[src/rtl/leaf_out_packetizer_pkg.sv]
// ============================================================================
// Module   : leaf_pkt_pkg
// Brief    : Packet field layout, route-table entry type and credit constants
//            shared by the leaf output packetizer.
// Revision : 1.0 - initial release
// ============================================================================
`default_nettype none

package leaf_pkt_pkg;

    localparam int VALID_BIT   = 48;
    localparam int LEAF_MSB    = 47;
    localparam int LEAF_LSB    = 43;
    localparam int PORT_MSB    = 42;
    localparam int PORT_LSB    = 39;
    localparam int ADDR_MSB    = 38;
    localparam int ADDR_LSB    = 32;
    localparam int PAYLOAD_MSB = 31;
    localparam int PAYLOAD_LSB = 0;

    localparam int LEAF_BITS = LEAF_MSB - LEAF_LSB + 1;
    localparam int PORT_BITS = PORT_MSB - PORT_LSB + 1;
    localparam int DEST_BITS = LEAF_BITS + PORT_BITS;

    // dest is {leaf, port}, matching the cfg_dest layout
    typedef struct packed {
        logic [DEST_BITS-1:0] dest;
        logic                 configured;
    } route_entry_t;

    localparam int               CREDIT_BITS  = 8;
    localparam logic [CREDIT_BITS-1:0] CREDIT_RESET = 8'd128;

endpackage

`default_nettype wire

[src/rtl/leaf_out_packetizer_rr_arbiter.sv]
// ============================================================================
// Module   : rr_arbiter
// Brief    : Round-robin arbiter; one-hot pointer marks the highest-priority
//            request, pointer advances past the granted requester.
// Revision : 1.0 - initial release
// ============================================================================
`default_nettype none

module rr_arbiter #(
    parameter int NUM_REQ = 4
) (
    input  logic [NUM_REQ-1:0] i_req,
    input  logic [NUM_REQ-1:0] i_ptr,
    output logic [NUM_REQ-1:0] o_grant,
    output logic [NUM_REQ-1:0] o_ptr_next,
    output logic               o_grant_any
);

    localparam logic [NUM_REQ-1:0] c_one = NUM_REQ'(1);

    logic [NUM_REQ-1:0] w_masked;

    always_comb begin
        // requests at or above the pointer win first, otherwise wrap around
        w_masked = i_req & ~(i_ptr - c_one);
        if (|w_masked) begin
            o_grant = w_masked & (~w_masked + c_one);
        end else begin
            o_grant = i_req & (~i_req + c_one);
        end
        o_grant_any = |i_req;
        o_ptr_next  = o_grant_any ? {o_grant[NUM_REQ-2:0], o_grant[NUM_REQ-1]} : i_ptr;
    end

endmodule

`default_nettype wire

[src/rtl/leaf_out_packetizer.sv]
// ============================================================================
// Module   : leaf_out_packetizer
// Brief    : Packs per-port user output words into BFT packets with routing,
//            sequence addressing, round-robin arbitration and credits.
// Options  : PACKETIZER_CREDIT_EN - per-port receiver credit flow control
// Revision : 1.0 - initial release
// ============================================================================
`default_nettype none

module leaf_out_packetizer
    import leaf_pkt_pkg::*;
#(
    parameter int PACKET_BITS           = 49,
    parameter int PAYLOAD_BITS          = 32,
    parameter int NUM_LEAF_BITS         = 5,
    parameter int NUM_PORT_BITS         = 4,
    parameter int NUM_ADDR_BITS         = 7,
    parameter int NUM_OUT_PORTS         = 4,
    parameter int NUM_BRAM_ADDR_BITS    = 7,
    parameter int FREESPACE_UPDATE_SIZE = 64
) (
    input  logic                                    clk,
    input  logic                                    reset,
    input  logic [NUM_OUT_PORTS*PAYLOAD_BITS-1:0]   din_leaf_user2interface,
    input  logic [NUM_OUT_PORTS-1:0]                vld_user2interface,
    output logic [NUM_OUT_PORTS-1:0]                ack_interface2user,
    input  logic                                    cfg_vld,
    input  logic [1:0]                              cfg_port,
    input  logic [NUM_LEAF_BITS+NUM_PORT_BITS-1:0]  cfg_dest,
    input  logic                                    credit_vld,
    input  logic [1:0]                              credit_port,
    input  logic                                    resend,
    input  logic                                    out_ready,
    output logic [PACKET_BITS-1:0]                  dout_leaf_interface2bft
);

    localparam int                       c_credit_w   = NUM_BRAM_ADDR_BITS + 1;
    localparam logic [c_credit_w-1:0]    c_credit_max = c_credit_w'(CREDIT_RESET);
    localparam logic [c_credit_w:0]      c_credit_inc = (c_credit_w + 1)'(FREESPACE_UPDATE_SIZE);
    localparam logic [NUM_OUT_PORTS-1:0] c_ptr_reset  = NUM_OUT_PORTS'(1);
    localparam logic [NUM_ADDR_BITS-1:0] c_seq_one    = NUM_ADDR_BITS'(1);

    logic [NUM_OUT_PORTS-1:0] r_full;
    logic [PAYLOAD_BITS-1:0]  r_payload [NUM_OUT_PORTS];
    logic [NUM_ADDR_BITS-1:0] r_seq     [NUM_OUT_PORTS];
    route_entry_t             r_route   [NUM_OUT_PORTS];
    logic [NUM_OUT_PORTS-1:0] r_ptr;
    logic [PACKET_BITS-1:0]   r_out_pkt;

    logic [NUM_OUT_PORTS-1:0] w_cfgd;
    logic [NUM_OUT_PORTS-1:0] w_credit_ok;
    logic [NUM_OUT_PORTS-1:0] w_req;
    logic [NUM_OUT_PORTS-1:0] w_grant;
    logic [NUM_OUT_PORTS-1:0] w_ptr_next;
    logic                     w_grant_any;
    logic                     w_can_issue;
    logic [PACKET_BITS-1:0]   w_sel_pkt;

    assign ack_interface2user = ~r_full;

    // a new packet may enter only if the output slot is empty or draining now
    assign w_can_issue = !resend && (!r_out_pkt[VALID_BIT] || out_ready);

    always_comb begin
        for (int i = 0; i < NUM_OUT_PORTS; i++) begin
            w_cfgd[i] = r_route[i].configured;
        end
        w_req = r_full & w_cfgd & w_credit_ok & {NUM_OUT_PORTS{w_can_issue}};
    end

    rr_arbiter #(
        .NUM_REQ (NUM_OUT_PORTS)
    ) u_arb (
        .i_req       (w_req),
        .i_ptr       (r_ptr),
        .o_grant     (w_grant),
        .o_ptr_next  (w_ptr_next),
        .o_grant_any (w_grant_any)
    );

    always_comb begin
        w_sel_pkt = '0;
        for (int i = 0; i < NUM_OUT_PORTS; i++) begin
            if (w_grant[i]) begin
                w_sel_pkt[VALID_BIT]               = 1'b1;
                w_sel_pkt[LEAF_MSB:LEAF_LSB]       = r_route[i].dest[DEST_BITS-1:PORT_BITS];
                w_sel_pkt[PORT_MSB:PORT_LSB]       = r_route[i].dest[PORT_BITS-1:0];
                w_sel_pkt[ADDR_MSB:ADDR_LSB]       = r_seq[i];
                w_sel_pkt[PAYLOAD_MSB:PAYLOAD_LSB] = r_payload[i];
            end
        end
    end

    always_ff @(posedge clk) begin
        if (reset) begin
            r_full <= '0;
            r_ptr  <= c_ptr_reset;
            for (int i = 0; i < NUM_OUT_PORTS; i++) begin
                r_payload[i] <= '0;
                r_seq[i]     <= '0;
                r_route[i]   <= '0;
            end
        end else begin
            for (int i = 0; i < NUM_OUT_PORTS; i++) begin
                // fill and grant are exclusive: a grant requires the slot full
                if (vld_user2interface[i] && !r_full[i]) begin
                    r_full[i]    <= 1'b1;
                    r_payload[i] <= din_leaf_user2interface[i*PAYLOAD_BITS +: PAYLOAD_BITS];
                end else if (w_grant[i]) begin
                    r_full[i] <= 1'b0;
                end
                if (w_grant[i]) begin
                    r_seq[i] <= r_seq[i] + c_seq_one;
                end
                if (cfg_vld && (cfg_port == 2'(i))) begin
                    r_route[i].dest       <= cfg_dest;
                    r_route[i].configured <= 1'b1;
                end
            end
            if (w_grant_any) begin
                r_ptr <= w_ptr_next;
            end
        end
    end

    // output slot: resend freezes it so the same packet is presented again
    always_ff @(posedge clk) begin
        if (reset) begin
            r_out_pkt <= '0;
        end else if (w_grant_any) begin
            r_out_pkt <= w_sel_pkt;
        end else if (!resend && out_ready) begin
            r_out_pkt <= '0;
        end
    end

    assign dout_leaf_interface2bft = resend ? '0 : r_out_pkt;

`ifdef PACKETIZER_CREDIT_EN
    localparam logic [c_credit_w:0] c_sum_one = (c_credit_w + 1)'(1);

    logic [c_credit_w-1:0] r_credit      [NUM_OUT_PORTS];
    logic [c_credit_w:0]   w_credit_sum  [NUM_OUT_PORTS];
    logic [c_credit_w-1:0] w_credit_next [NUM_OUT_PORTS];

    always_comb begin
        for (int i = 0; i < NUM_OUT_PORTS; i++) begin
            w_credit_sum[i] = {1'b0, r_credit[i]}
                            + ((credit_vld && (credit_port == 2'(i))) ? c_credit_inc : '0)
                            - (w_grant[i] ? c_sum_one : '0);
            w_credit_next[i] = (w_credit_sum[i] > {1'b0, c_credit_max})
                             ? c_credit_max : w_credit_sum[i][c_credit_w-1:0];
            w_credit_ok[i]   = (r_credit[i] != '0);
        end
    end

    always_ff @(posedge clk) begin
        if (reset) begin
            for (int i = 0; i < NUM_OUT_PORTS; i++) begin
                r_credit[i] <= c_credit_max;
            end
        end else begin
            for (int i = 0; i < NUM_OUT_PORTS; i++) begin
                r_credit[i] <= w_credit_next[i];
            end
        end
    end
`else
    logic w_unused_credit;

    assign w_credit_ok     = '1;
    assign w_unused_credit = ^{credit_vld, credit_port, c_credit_max, c_credit_inc};
`endif

endmodule

`default_nettype wire

[config.mk]
export PLATFORM = sky130hd
export DESIGN_NAME = leaf_out_packetizer
export DESIGN_NICKNAME = d
export VERILOG_FILES = /design/src/rtl/leaf_out_packetizer_pkg.sv /design/src/rtl/leaf_out_packetizer_rr_arbiter.sv /design/src/rtl/leaf_out_packetizer.sv
export SDC_FILE = /design/constraint.sdc
export NUM_CORES = 1
export LEC_CHECK = 0
export CELL_PAD_IN_SITES_DETAIL_PLACEMENT = 0
export CELL_PAD_IN_SITES_GLOBAL_PLACEMENT = 1
export CORE_ASPECT_RATIO = 0.75
export CORE_MARGIN = 2
export CORE_UTILIZATION = 46
export DETAILED_ROUTE_END_ITERATION = 10
export PLACE_DENSITY_LB_ADDON = 0.3
export SETUP_SLACK_MARGIN = 0.2
export SLEW_MARGIN = 20
export SYNTH_ARGS = -nofsm -noshare
export SYNTH_HDL_FRONTEND = slang
export SYNTH_SLANG_ARGS = --single-unit
[constraint.sdc]
create_clock -name clk -period 4.8 [get_ports clk]
set_input_delay 1.44 -clock clk [delete_from_list [all_inputs] [get_ports clk]]
set_output_delay 1.44 -clock clk [all_outputs]
set_load 0.01 [all_outputs]
# == After elaboration in Yosys (flattened, before gate mapping) ==
# Memory sizes are Yosys's and may differ from the RTL's.
# Cells that the tools add are included.
# op_classes
shifts,0
reduce_logical,25
addsub,7
muxes,70
n_div,0
eq_ne,3
bitwise_logic,25
n_lt_le_gt_ge,0
mul,0
# op_table
cell,count
49-bit two-way mux,7
32-bit two-way mux,4
1-bit two-way mux,50
9-bit two-way mux,4
"7-bit by 1-bit adder with 7-bit output, second input constant",4
7-bit two-way mux,4
4-bit AND,5
4-bit NOT,4
1-bit OR,16
1-bit logical AND,10
2-bit nonzero test,5
"4-bit by 1-bit adder with 4-bit output, second input constant",2
4-bit OR reduction,2
1-bit zero test,6
"2-bit == test, second input constant",2
4-bit two-way mux,1
"4-bit by 1-bit subtractor with 4-bit output, second input constant",1
"2-bit by 1-bit == test with 1-bit output, second input constant",1
2-bit zero test,1
1-bit logical OR,1
# word_totals
memories,3
rom_bits,0
latchBits,0
elab_cells,139
mem_bits_rw,196
input_bits,151
out_inout_bits,53
reg_bits,57
# memory_table
name,depth,width,read_ports,rd_ports_with_merged_regs,wr,line,source
r_payload,4,32,4,0,4,leaf_out_packetizer.sv:44,logic [PAYLOAD_BITS-1:0] r_payload [NUM_OUT_PORTS];
r_route,4,10,4,0,4,leaf_out_packetizer.sv:46,route_entry_t r_route [NUM_OUT_PORTS];
r_seq,4,7,4,0,4,leaf_out_packetizer.sv:45,logic [NUM_ADDR_BITS-1:0] r_seq [NUM_OUT_PORTS];

# == Depth between registers and ports, before layout ==
# Gate-level depths: netlist of run 1.
# depth
ltp_word,14
depth_mapped,10
depth_no_buf,7

# == Modules after synthesis ==
# From an unflattened synthesis of run 1, not the netlist that was laid out.
# unflattened
cells_unflattened,889
hier_area_um2,11363.4
# modules_own_cells
module,n_inst,cells_each,area_per_inst_um2,seq_area_each_um2
leaf_out_packetizer,1,857,11148.2,6996.7
rr_arbiter,1,32,215.2,0.0

# == Worst setup path before layout of run 1 ==
# Ideal clock, no wire load.
# synth_timing
kind,in2out
startpoint,in resend
endpoint,out dout_leaf_interface2bft[38]
setup_slack_ns,1.079
t_arrival_ns,2.281
path_buffers,3
required_ns,3.360
path_stages,4
cell_sequence,buf_2 -> clkbuf_1 -> clkbuf_1 -> nor2b_1
# synth_between
elab_chain_cells,1
# synth_lines
item,line,source
start: declaration,leaf_out_packetizer.sv:32,"input logic resend,"
49-bit two-way mux,leaf_out_packetizer.sv:137,assign dout_leaf_interface2bft = resend ? '0 : r_out_pkt;
end: declaration,leaf_out_packetizer.sv:34,output logic [PACKET_BITS-1:0] dout_leaf_interface2bft
# No other way between the ends.

# == Worst setup path after layout of run 1 ==
# layout_timing
startpoint,in resend
endpoint,out dout_leaf_interface2bft[39]
# The elaborated chain is that of the path after synthesis.

==> results of run 1 <==
==> where the power goes <==
group,leakage (nW),switching [mW],internal [mW]
clock network,0.403,0.864,1.14
logic,3.68,0.363,0.220
registers,2.52,0.0651,2.50
total,6.60,1.29,3.87
==> cell families after synthesis <==
group | synth area share [%]
fa+ha+maj | 0.483
flops | 54.0
buf+inv | 5.54
xor+xnor | 1.42
simple gates | 22.1
compound gates | 16.5
==> final timing paths <==
path,to,slack [ns]
min,r_out_pkt[48]$_SDFFE_PP0P_,0.51
max reg2reg,r_out_pkt[38]$_SDFFE_PP0P_,1.78
max,dout_leaf_interface2bft[39],0.60
min reg2reg,r_out_pkt[48]$_SDFFE_PP0P_,0.51
==> layout make-up <==
| cell class | count | share of cell area (%) |
|---|---|---|
| diodes | 1 | 0.0155 |
| repair buffers | 239 | 14.4 |
| well taps | 357 | 2.77 |
| clock inverters | 7 | 0.380 |
| multi-input cells | 803 | 32.9 |
| clock buffers | 43 | 4.75 |
| inverters | 58 | 1.35 |
| flip-flops and latches | 253 | 43.4 |
==> routing by layer <==
| layer | up-vias | wire [um] |
|---|---|---|
| met5 | - | 0 |
| met2 | 565 | 18100 |
| met1 | 5203 | 17800 |
| met4 | 0 | 890 |
| met3 | 81 | 3820 |
| li1 | 4880 | - |
==> cell usage in the layout, fill, tap and decap left out, types with 2 or more instances in the layout <==
master	Yosys	layout
clkinv_2	0	3
a221o_1	47	47
a211oi_1	47	47
xor2_1	7	7
clkbuf_8	0	3
or2_2	3	3
nand3_2	0	2
o311a_1	47	47
o21ai_0	2	2
a31o_2	4	4
nor2_1	27	22
clkbuf_1	89	13
nor2b_1	50	50
nand3_1	156	154
and2_1	166	164
buf_12	0	2
nand2_2	0	3
nor3b_1	2	2
dfxtp_1	60	60
inv_1	57	57
a31oi_1	3	3
clkinv_1	1	2
nor2_2	0	4
xnor2_1	14	14
a211o_2	0	2
nor3_1	21	21
nand2_1	26	23
clkdlybuf4s50_1	0	199
and2_2	0	2
a21oi_1	51	51
o211ai_1	49	49
and3_1	52	52
edfxtp_1	193	193
buf_4	6	37
clkbuf_16	0	27
a21o_1	4	3
ha_1	5	5
==> flip-flops by register name, summed over array words and instances (netlist names) <==
register   cells
r_full         4
r_out_pkt     49
r_payload    128
r_ptr          4
r_route       40
r_seq         28
==> critical path: stages <==
cell	delay [ns]
buf_2	0.36
buf_4	0.36
nor2b_1	0.09
clkdlybuf4s50_1	0.48
==> impl_metrics.py, run 1 <==
metrics = {
    "placed_design": {
        "dp_cells": 1710,
        "post-place-ws_ns": 0.570,
        "dp_hpwl_mm": 25.2,
        "place_area_sq_um": 15300,
        "gp_congestion": 0.861,
        "portBuffers": 200,
    },
    "clock_network": {
        "cts-root-buf": "clkbuf_16",
        "cts_buffers": 27,
        "clkLatencyLatePin_ns": 0.54,
        "cts_tree": "yes",
        "cts_resized": 0,
        "cts_hold_buf": 0,
        "ctsLongestPathBuffers": 3,
        "clkTransAtPathRegs_ns": 0.06,
        "cts.sinks": 253,
        "htree_levels": 1,
        "postCtsSetupBuffers": 0,
    },
    "critical_path": {
        "rr_worst_depth": 7,
        "reg2reg_from": "r_ptr[0]$_SDFFE_PP1P_",
        "crit_start": "resend",
        "path_max_fanout": 20,
        "end_kind": "primary output",
        "path_class": "primary input to primary output",
        "cp.arrival_ns": 2.76,
        "startpoint_type": "primary input",
        "cp.required_ns": 3.36,
    },
    "hold_path": {
        "hold_class": "register to register",
        "hold_depth": 2,
        "holdCritStartpoint": "r_out_pkt[48]$_SDFFE_PP0P_",
    },
    "grt": {
        "grt_util_met1_pct": 39.4,
        "grt_util_met3_pct": 4.82,
        "busiest_layer": "met2",
        "grt_pass1_wl_mm": 61.2,
        "antenna_found_initial": 1,
        "grt_pass1_vias": 10500,
        "gr-usage-all-layers_pct": 27.3,
        "grt.overflow.total": 0,
        "grtUsageMet2_pct": 42.3,
        "grt_max_degree": 67,
    },
    "synth": {
        "synthArstFlopShare_pct": 0,
        "syn_nets": 1388,
        "synth_top_area_cell": "edfxtp_1",
        "synth_seq_cells": 253,
        "yosys_warnings": 0,
        "synth_edf_count": 193,
        "syn_inst": 1232,
        "netlist-cell-type-count": 47,
        "synth.area.top_cells": "edfxtp_1 (45%), dfxtp_1 (9.3%), and2_1 (8.0%)",
        "synth.avg_cell_area_sq_um": 10.5,
        "synth.cell_area_sq_um": 13000,
        "yosysMostFrequentCell": "edfxtp_1",
        "ys.flop_type": "edfxtp_1",
        "synth_top_area_share_pct": 44.7,
        "ys_seq_area_share_pct": 54.0,
        "synthTopCellsByCount": "edfxtp_1 (193), and2_1 (166), nand3_1 (156), clkbuf_1 (89), dfxtp_1 (60)",
    },
    "die": {
        "dieArea_sq_um": 29500,
        "dieHeight_um": 149,
        "io-pin-count": 204,
        "initial_core_util_pct": 46.5,
        "row_count": 53,
        "core_sq_um": 27900,
        "die_width_um": 198,
    },
    "sta": {
        "rsz0062_at_grt": "false",
        "fin_ws_ns": 0.600,
        "finClkSkew_ns": 0.0100,
        "drv_slew": 0,
        "finalWorstPathRequiredPeriod_ns": 4.20,
        "worst_pin_slew_ns": 1.07,
        "hold_violations": 0,
        "max_clock_freq_ghz": 0.238,
        "slew_headroom_pct": 28.3,
        "setup_viol": 0,
        "hold_slack_ns": 0.506,
        "fin_tns_setup_ns": 0,
        "period_share_pct": 87.5,
    },
    "finish": {
        "final-seq-area_sq_um": 7000,
        "fin_nets": 1538,
        "area_delta_synth_final_pct": 24.3,
        "multi_input_area_sq_um": 5310,
        "drive_gt1_share_pct": 7.48,
        "final_cell_count_no_fill": 1761,
        "nFillCells": 2404,
        "fin_util_pct": 57.9,
        "final_cell_area_sq_um": 16100,
    },
    "job": {
        "cap_violations": 0,
    },
    "route": {
        "drtIter0Drc": 1185,
        "num_vias": 10700,
        "viasPerCell": 6.09,
        "ant_nets": 0,
        "wl_per_cell_um": 23.1,
        "routed_wl_mm": 40.6,
        "drc": 0,
        "drtPass1Iterations": 5,
    },
    "pwr": {
        "power_mw": 5.16,
        "powerDensity_nw_per_um2": 320,
        "ir_worst_vdd_uv": 241,
        "leakagePower_nw": 6.60,
    },
    "run_status": {
        "status": "finished clean",
    },
}
No activity file was read; power rests on OpenSTA's default activity.
==> inputs of run 2 (changes only) <==
--- a/config.mk
+++ b/config.mk
@@ -7,10 +7,10 @@
 export LEC_CHECK = 0
 export CELL_PAD_IN_SITES_DETAIL_PLACEMENT = 0
 export CELL_PAD_IN_SITES_GLOBAL_PLACEMENT = 1
-export CORE_ASPECT_RATIO = 0.75
 export CORE_MARGIN = 2
 export CORE_UTILIZATION = 46
 export DETAILED_ROUTE_END_ITERATION = 10
+export GPL_TIMING_DRIVEN = 0
 export PLACE_DENSITY_LB_ADDON = 0.3
 export SETUP_SLACK_MARGIN = 0.2
 export SLEW_MARGIN = 20
==> run 2 against run 1 <==
Register-to-register slack worse by 0.04 ns; global-route usage up 0.19 points; combinational power up 3%; hold slack worse by 0.0067 ns; core utilization up 1.3 points; total power up 3.2%; routed wire length up 0.97%; clock skew about the same; clock-buffer cell count down 11; via count up 2.2%.
==> impl_metrics.py, run 2 (synthesis results as in run 1) <==
metrics = {
    "run_status": {
        "status": "finished clean",
    },
    "finish": {
        "final-seq-area_sq_um": 7000,
        "drive_gt1_share_pct": 6.00,
        "area_delta_synth_final_pct": 26.9,
        "fin_util_pct": 59.2,
        "nFillCells": 2441,
        "reg.largest.list": "r_payload (128), r_out_pkt (49), r_route (40)",
        "final_common_cell": "clkdlybuf4s50_1",
        "final_cell_mix": "clkdlybuf4s50_1 (198), edfxtp_1 (193), and2_1 (166), nand3_1 (156), clkbuf_1 (92)",
        "top_register": "r_payload",
        "multi_input_area_sq_um": 5270,
        "fin_nets": 1620,
        "final_cell_area_sq_um": 16400,
        "largest_register_ffs": 128,
        "antennaDiodeCount": 0,
    },
    "hold_path": {
        "hold_depth": 2,
        "whs_endpoint": "r_ptr[3]$_SDFFE_PP0P_",
        "holdCritStartpoint": "r_ptr[3]$_SDFFE_PP0P_",
        "hold_class": "register to register",
    },
    "placed_design": {
        "place_area_sq_um": 15500,
        "post-place-ws_ns": 0.197,
        "gp_congestion": 0.944,
        "dp_hpwl_mm": 29.6,
        "portBuffers": 198,
    },
    "job": {
        "cap_violations": 0,
    },
    "route": {
        "routed_wl_mm": 41.0,
        "num_vias": 11000,
        "wl_per_cell_um": 22.0,
        "drc": 0,
        "drtPass1Iterations": 6,
        "viasPerCell": 5.89,
        "ant_nets": 0,
        "drtIter0Drc": 1133,
    },
    "die": {
        "row_count": 61,
        "die_width_um": 172,
        "dieArea_sq_um": 29500,
        "core_sq_um": 27800,
        "io-pin-count": 204,
        "dieHeight_um": 172,
        "initial_core_util_pct": 46.6,
    },
    "sta": {
        "fin_tns_setup_ns": 0,
        "worst_pin_slew_ns": 1.03,
        "period_share_pct": 91.5,
        "hold_violations": 0,
        "setup_viol": 0,
        "max_clock_freq_ghz": 0.228,
        "rsz0062_at_grt": "false",
        "drv_slew": 0,
        "finClkSkew_ns": 0.00989,
        "finalWorstPathRequiredPeriod_ns": 4.39,
        "fin_ws_ns": 0.406,
        "slew_headroom_pct": 30.7,
    },
    "critical_path": {
        "startpoint_type": "primary input",
        "reg2reg_from": "r_ptr[0]$_SDFFE_PP1P_",
        "cp.required_ns": 3.36,
        "rrSetupSlack_ns": 1.74,
        "path_max_fanout": 10,
        "rr_worst_depth": 10,
        "path_class": "primary input to primary output",
        "cp.arrival_ns": 2.95,
        "end_kind": "primary output",
        "timing.rr.end": "r_out_pkt[43]$_SDFFE_PP0P_",
    },
    "grt": {
        "antenna_found_initial": 0,
        "grt_max_degree": 25,
        "grt_pass1_wl_mm": 61.2,
        "gr-usage-all-layers_pct": 27.5,
        "grt.overflow.total": 0,
        "grt_pass1_vias": 10600,
    },
    "clock_network": {
        "ctsLongestPathBuffers": 3,
        "cts_tree": "yes",
        "cts-root-buf": "clkbuf_16",
        "clkTransAtPathRegs_ns": 0.06,
        "htree_levels": 1,
        "cts_hold_buf": 0,
        "postCtsSetupBuffers": 0,
        "cts.sinks": 253,
        "cts_buffers": 27,
        "clkLatencyLatePin_ns": 0.55,
    },
    "pwr": {
        "leakagePower_nw": 6.68,
        "power_mw": 5.32,
        "powerDensity_nw_per_um2": 324,
        "ir_worst_vdd_uv": 180,
    },
}
==> run 2: worst max path at each step <==
stage	startpoint	end	depth (start not counted)
floorplan	resend	dout_leaf_interface2bft[38]	4
global placement	out_ready	r_seq[1][3]$_SDFFCE_PN0P_	6
detailed placement	out_ready	r_seq[1][0]$_SDFFCE_PN0P_	7
CTS	resend	dout_leaf_interface2bft[46]	5
global route	resend	dout_leaf_interface2bft[39]	5
finish	resend	dout_leaf_interface2bft[46]	5
==> run 2: area by class of cell <==
class                           instances  share of cell area (%)
Tap cell                              378                    2.88
Inverter                               58                    1.32
Timing Repair Buffer                  203                    12.7
Clock inverter                         16                    1.19
Sequential cell                       253                    42.5
Buffer                                118                    3.05
Clock buffer                           32                    4.28
Multi-Input combinational cell        803                    32.0
==> run 2: report_power, final <==
group / internal [mW] / switching (mW)
clock network: 1.26 / 0.887
logic: 0.233 / 0.368
registers: 2.50 / 0.0705
==> run 2: metrics by stage <==
stage | instances | hold WS [ns]
after floorplan | 1232 | 0.440
after global placement | 1808 | 0.485
after detailed placement | 1813 | 0.487
after CTS | 1861 | 0.498
after global routing | 1861 | 0.531
final | 1861 | 0.499
==> run 2: critical path, cell delays in order <==
cell,delay (ns)
buf_2,0.27
clkbuf_1,0.36
clkbuf_2,0.32
nor2b_1,0.08
clkdlybuf4s50_1,0.48
==> run 2: timing repair <==
item	4_1_cts	5_1_grt
gates resized for setup	0	2
endpoints found under the setup margin	0	10
endpoints found under the hold margin	0	0
==> run 2: metal layers <==
metal	GRT usage [%]	share of wire [%]	routed length (um)	vias to the layer above
met5	0	0	0	-
met4	8.07	2.5	1030	0
met3	3.87	8.6	3540	81
met2	45.1	47	19300	595
met1	38.0	42	17100	5245
li1	-	-	-	5049
==> inputs of run 3 (changes only) <==
--- a/config.mk
+++ b/config.mk
@@ -7,7 +7,6 @@
 export LEC_CHECK = 0
 export CELL_PAD_IN_SITES_DETAIL_PLACEMENT = 0
 export CELL_PAD_IN_SITES_GLOBAL_PLACEMENT = 1
-export CORE_MARGIN = 2
 export CORE_UTILIZATION = 46
 export DETAILED_ROUTE_END_ITERATION = 10
 export GPL_TIMING_DRIVEN = 0
==> run 3 against run 2 <==
Clock-buffer cell count unchanged; largest power group unchanged; core utilization grew 0.47 points; critical endpoint unchanged; critical path depth did not move; routed wire length up 1.1%; cell count grew 0.21%; sequential share of layout area is 0.34 points lower.
==> impl_metrics.py, run 3 (synthesis results as in run 1) <==
metrics = {
    "run_status": {
        "status": "finished clean",
    },
    "finish": {
        "top_register": "r_payload",
        "final_common_cell": "clkdlybuf4s50_1",
        "fin_nets": 1621,
        "final_cell_count_no_fill": 1865,
        "antennaDiodeCount": 0,
        "final_cell_mix": "clkdlybuf4s50_1 (198), edfxtp_1 (193), and2_1 (166), nand3_1 (156), clkbuf_1 (91)",
        "final_cell_area_sq_um": 16600,
        "nFillCells": 2403,
        "drive_gt1_share_pct": 6.19,
        "reg.largest.list": "r_payload (128), r_out_pkt (49), r_route (40)",
        "fin_util_pct": 59.7,
        "largest_register_ffs": 128,
        "area_delta_synth_final_pct": 27.9,
    },
    "placed_design": {
        "gp_congestion": 0.942,
        "post-place-ws_ns": -0.140,
        "dp_cells": 1813,
        "portBuffers": 198,
        "place_area_sq_um": 15500,
        "dp_hpwl_mm": 29.4,
    },
    "grt": {
        "antenna_found_initial": 0,
        "grt_max_degree": 28,
        "grt_pass1_wl_mm": 61.7,
        "grt_pass1_vias": 10800,
        "grt.overflow.total": 0,
        "gr-usage-all-layers_pct": 28.1,
    },
    "die": {
        "io-pin-count": 204,
        "row_count": 61,
        "dieHeight_um": 170,
        "initial_core_util_pct": 46.6,
        "dieArea_sq_um": 28800,
        "die_width_um": 170,
        "core_sq_um": 27800,
    },
    "clock_network": {
        "clkTransAtPathRegs_ns": 0.07,
        "cts_hold_buf": 0,
        "ctsLongestPathBuffers": 3,
        "clkLatencyLatePin_ns": 0.55,
        "cts_tree": "yes",
        "cts.sinks": 253,
        "cts_buffers": 28,
        "cts-root-buf": "clkbuf_16",
        "htree_levels": 1,
    },
    "critical_path": {
        "startpoint_type": "primary input",
        "path_class": "primary input to primary output",
        "rrSetupSlack_ns": 1.56,
        "cp.arrival_ns": 2.98,
        "end_kind": "primary output",
        "path_max_fanout": 10,
        "cp.required_ns": 3.36,
    },
    "sta": {
        "rsz0062_at_grt": "false",
        "hold_violations": 0,
        "setup_viol": 0,
        "slew_headroom_pct": 21.8,
        "max_clock_freq_ghz": 0.226,
        "fin_tns_setup_ns": 0,
        "hold_slack_ns": 0.519,
        "worst_pin_slew_ns": 1.17,
        "drv_slew": 0,
        "finClkSkew_ns": 0.0111,
        "fin_ws_ns": 0.384,
        "finalWorstPathRequiredPeriod_ns": 4.42,
        "period_share_pct": 92.0,
    },
    "pwr": {
        "powerDensity_nw_per_um2": 339,
        "leakagePower_nw": 6.75,
        "power_mw": 5.61,
        "ir_worst_vdd_uv": 204,
    },
    "route": {
        "drtPass1Iterations": 8,
        "drtIter0Drc": 1361,
        "ant_nets": 0,
        "num_vias": 11100,
        "wl_per_cell_um": 22.2,
        "drc": 0,
        "viasPerCell": 5.94,
        "routed_wl_mm": 41.4,
    },
    "hold_path": {
        "hold_class": "register to register",
    },
    "job": {
        "cap_violations": 0,
    },
}
run 3: cell type report:
class / count / area, sq um / share of cell area (%)
Clock inverter: 20 / 303 / 1.83
Timing Repair Buffer: 203 / 2080 / 12.6
Buffer: 118 / 502 / 3.03
Clock buffer: 32 / 737 / 4.45
Inverter: 58 / 218 / 1.31
Multi-Input combinational cell: 803 / 5270 / 31.8
Tap cell: 378 / 473 / 2.85
Sequential cell: 253 / 7000 / 42.2
run 3: repair_timing:
| action | CTS | global route |
|---|---|---|
| resized for setup | 1 | 0 |
| setup buffers | 0 | 0 |
| endpoints found under the setup margin | 1 | 0 |
run 3: critical path, stage by stage:
cell,delay [ns]
buf_2,0.26
clkbuf_1,0.38
clkbuf_2,0.32
nor2b_1,0.09
clkdlybuf4s50_1,0.48
run 3: final timing paths:
path / start / to / cells past startpoint
min: r_out_pkt[48]$_SDFFE_PP0P_ / r_out_pkt[48]$_SDFFE_PP0P_ / 2
min reg2reg: r_out_pkt[48]$_SDFFE_PP0P_ / r_out_pkt[48]$_SDFFE_PP0P_ / 2
max: resend / dout_leaf_interface2bft[46] / 5
max reg2reg: r_ptr[0]$_SDFFE_PP1P_ / r_seq[1][6]$_SDFFCE_PN0P_ / 7
run 3: routing by layer:
layer / GRT usage (%) / routed length, um / vias up
met3: 3.67 / 3360 / 83
met4: 9.17 / 1150 / 0
li1: - / - / 5066
met1: 38.4 / 17400 / 5324
met5: 0 / 0 / -
met2: 46.3 / 19500 / 604
run 3: where the power goes:
group / internal, mW / switching (mW) / total [mW]
logic: 0.232 / 0.371 / 0.604
registers: 2.50 / 0.0715 / 2.57
clock network: 1.53 / 0.908 / 2.44
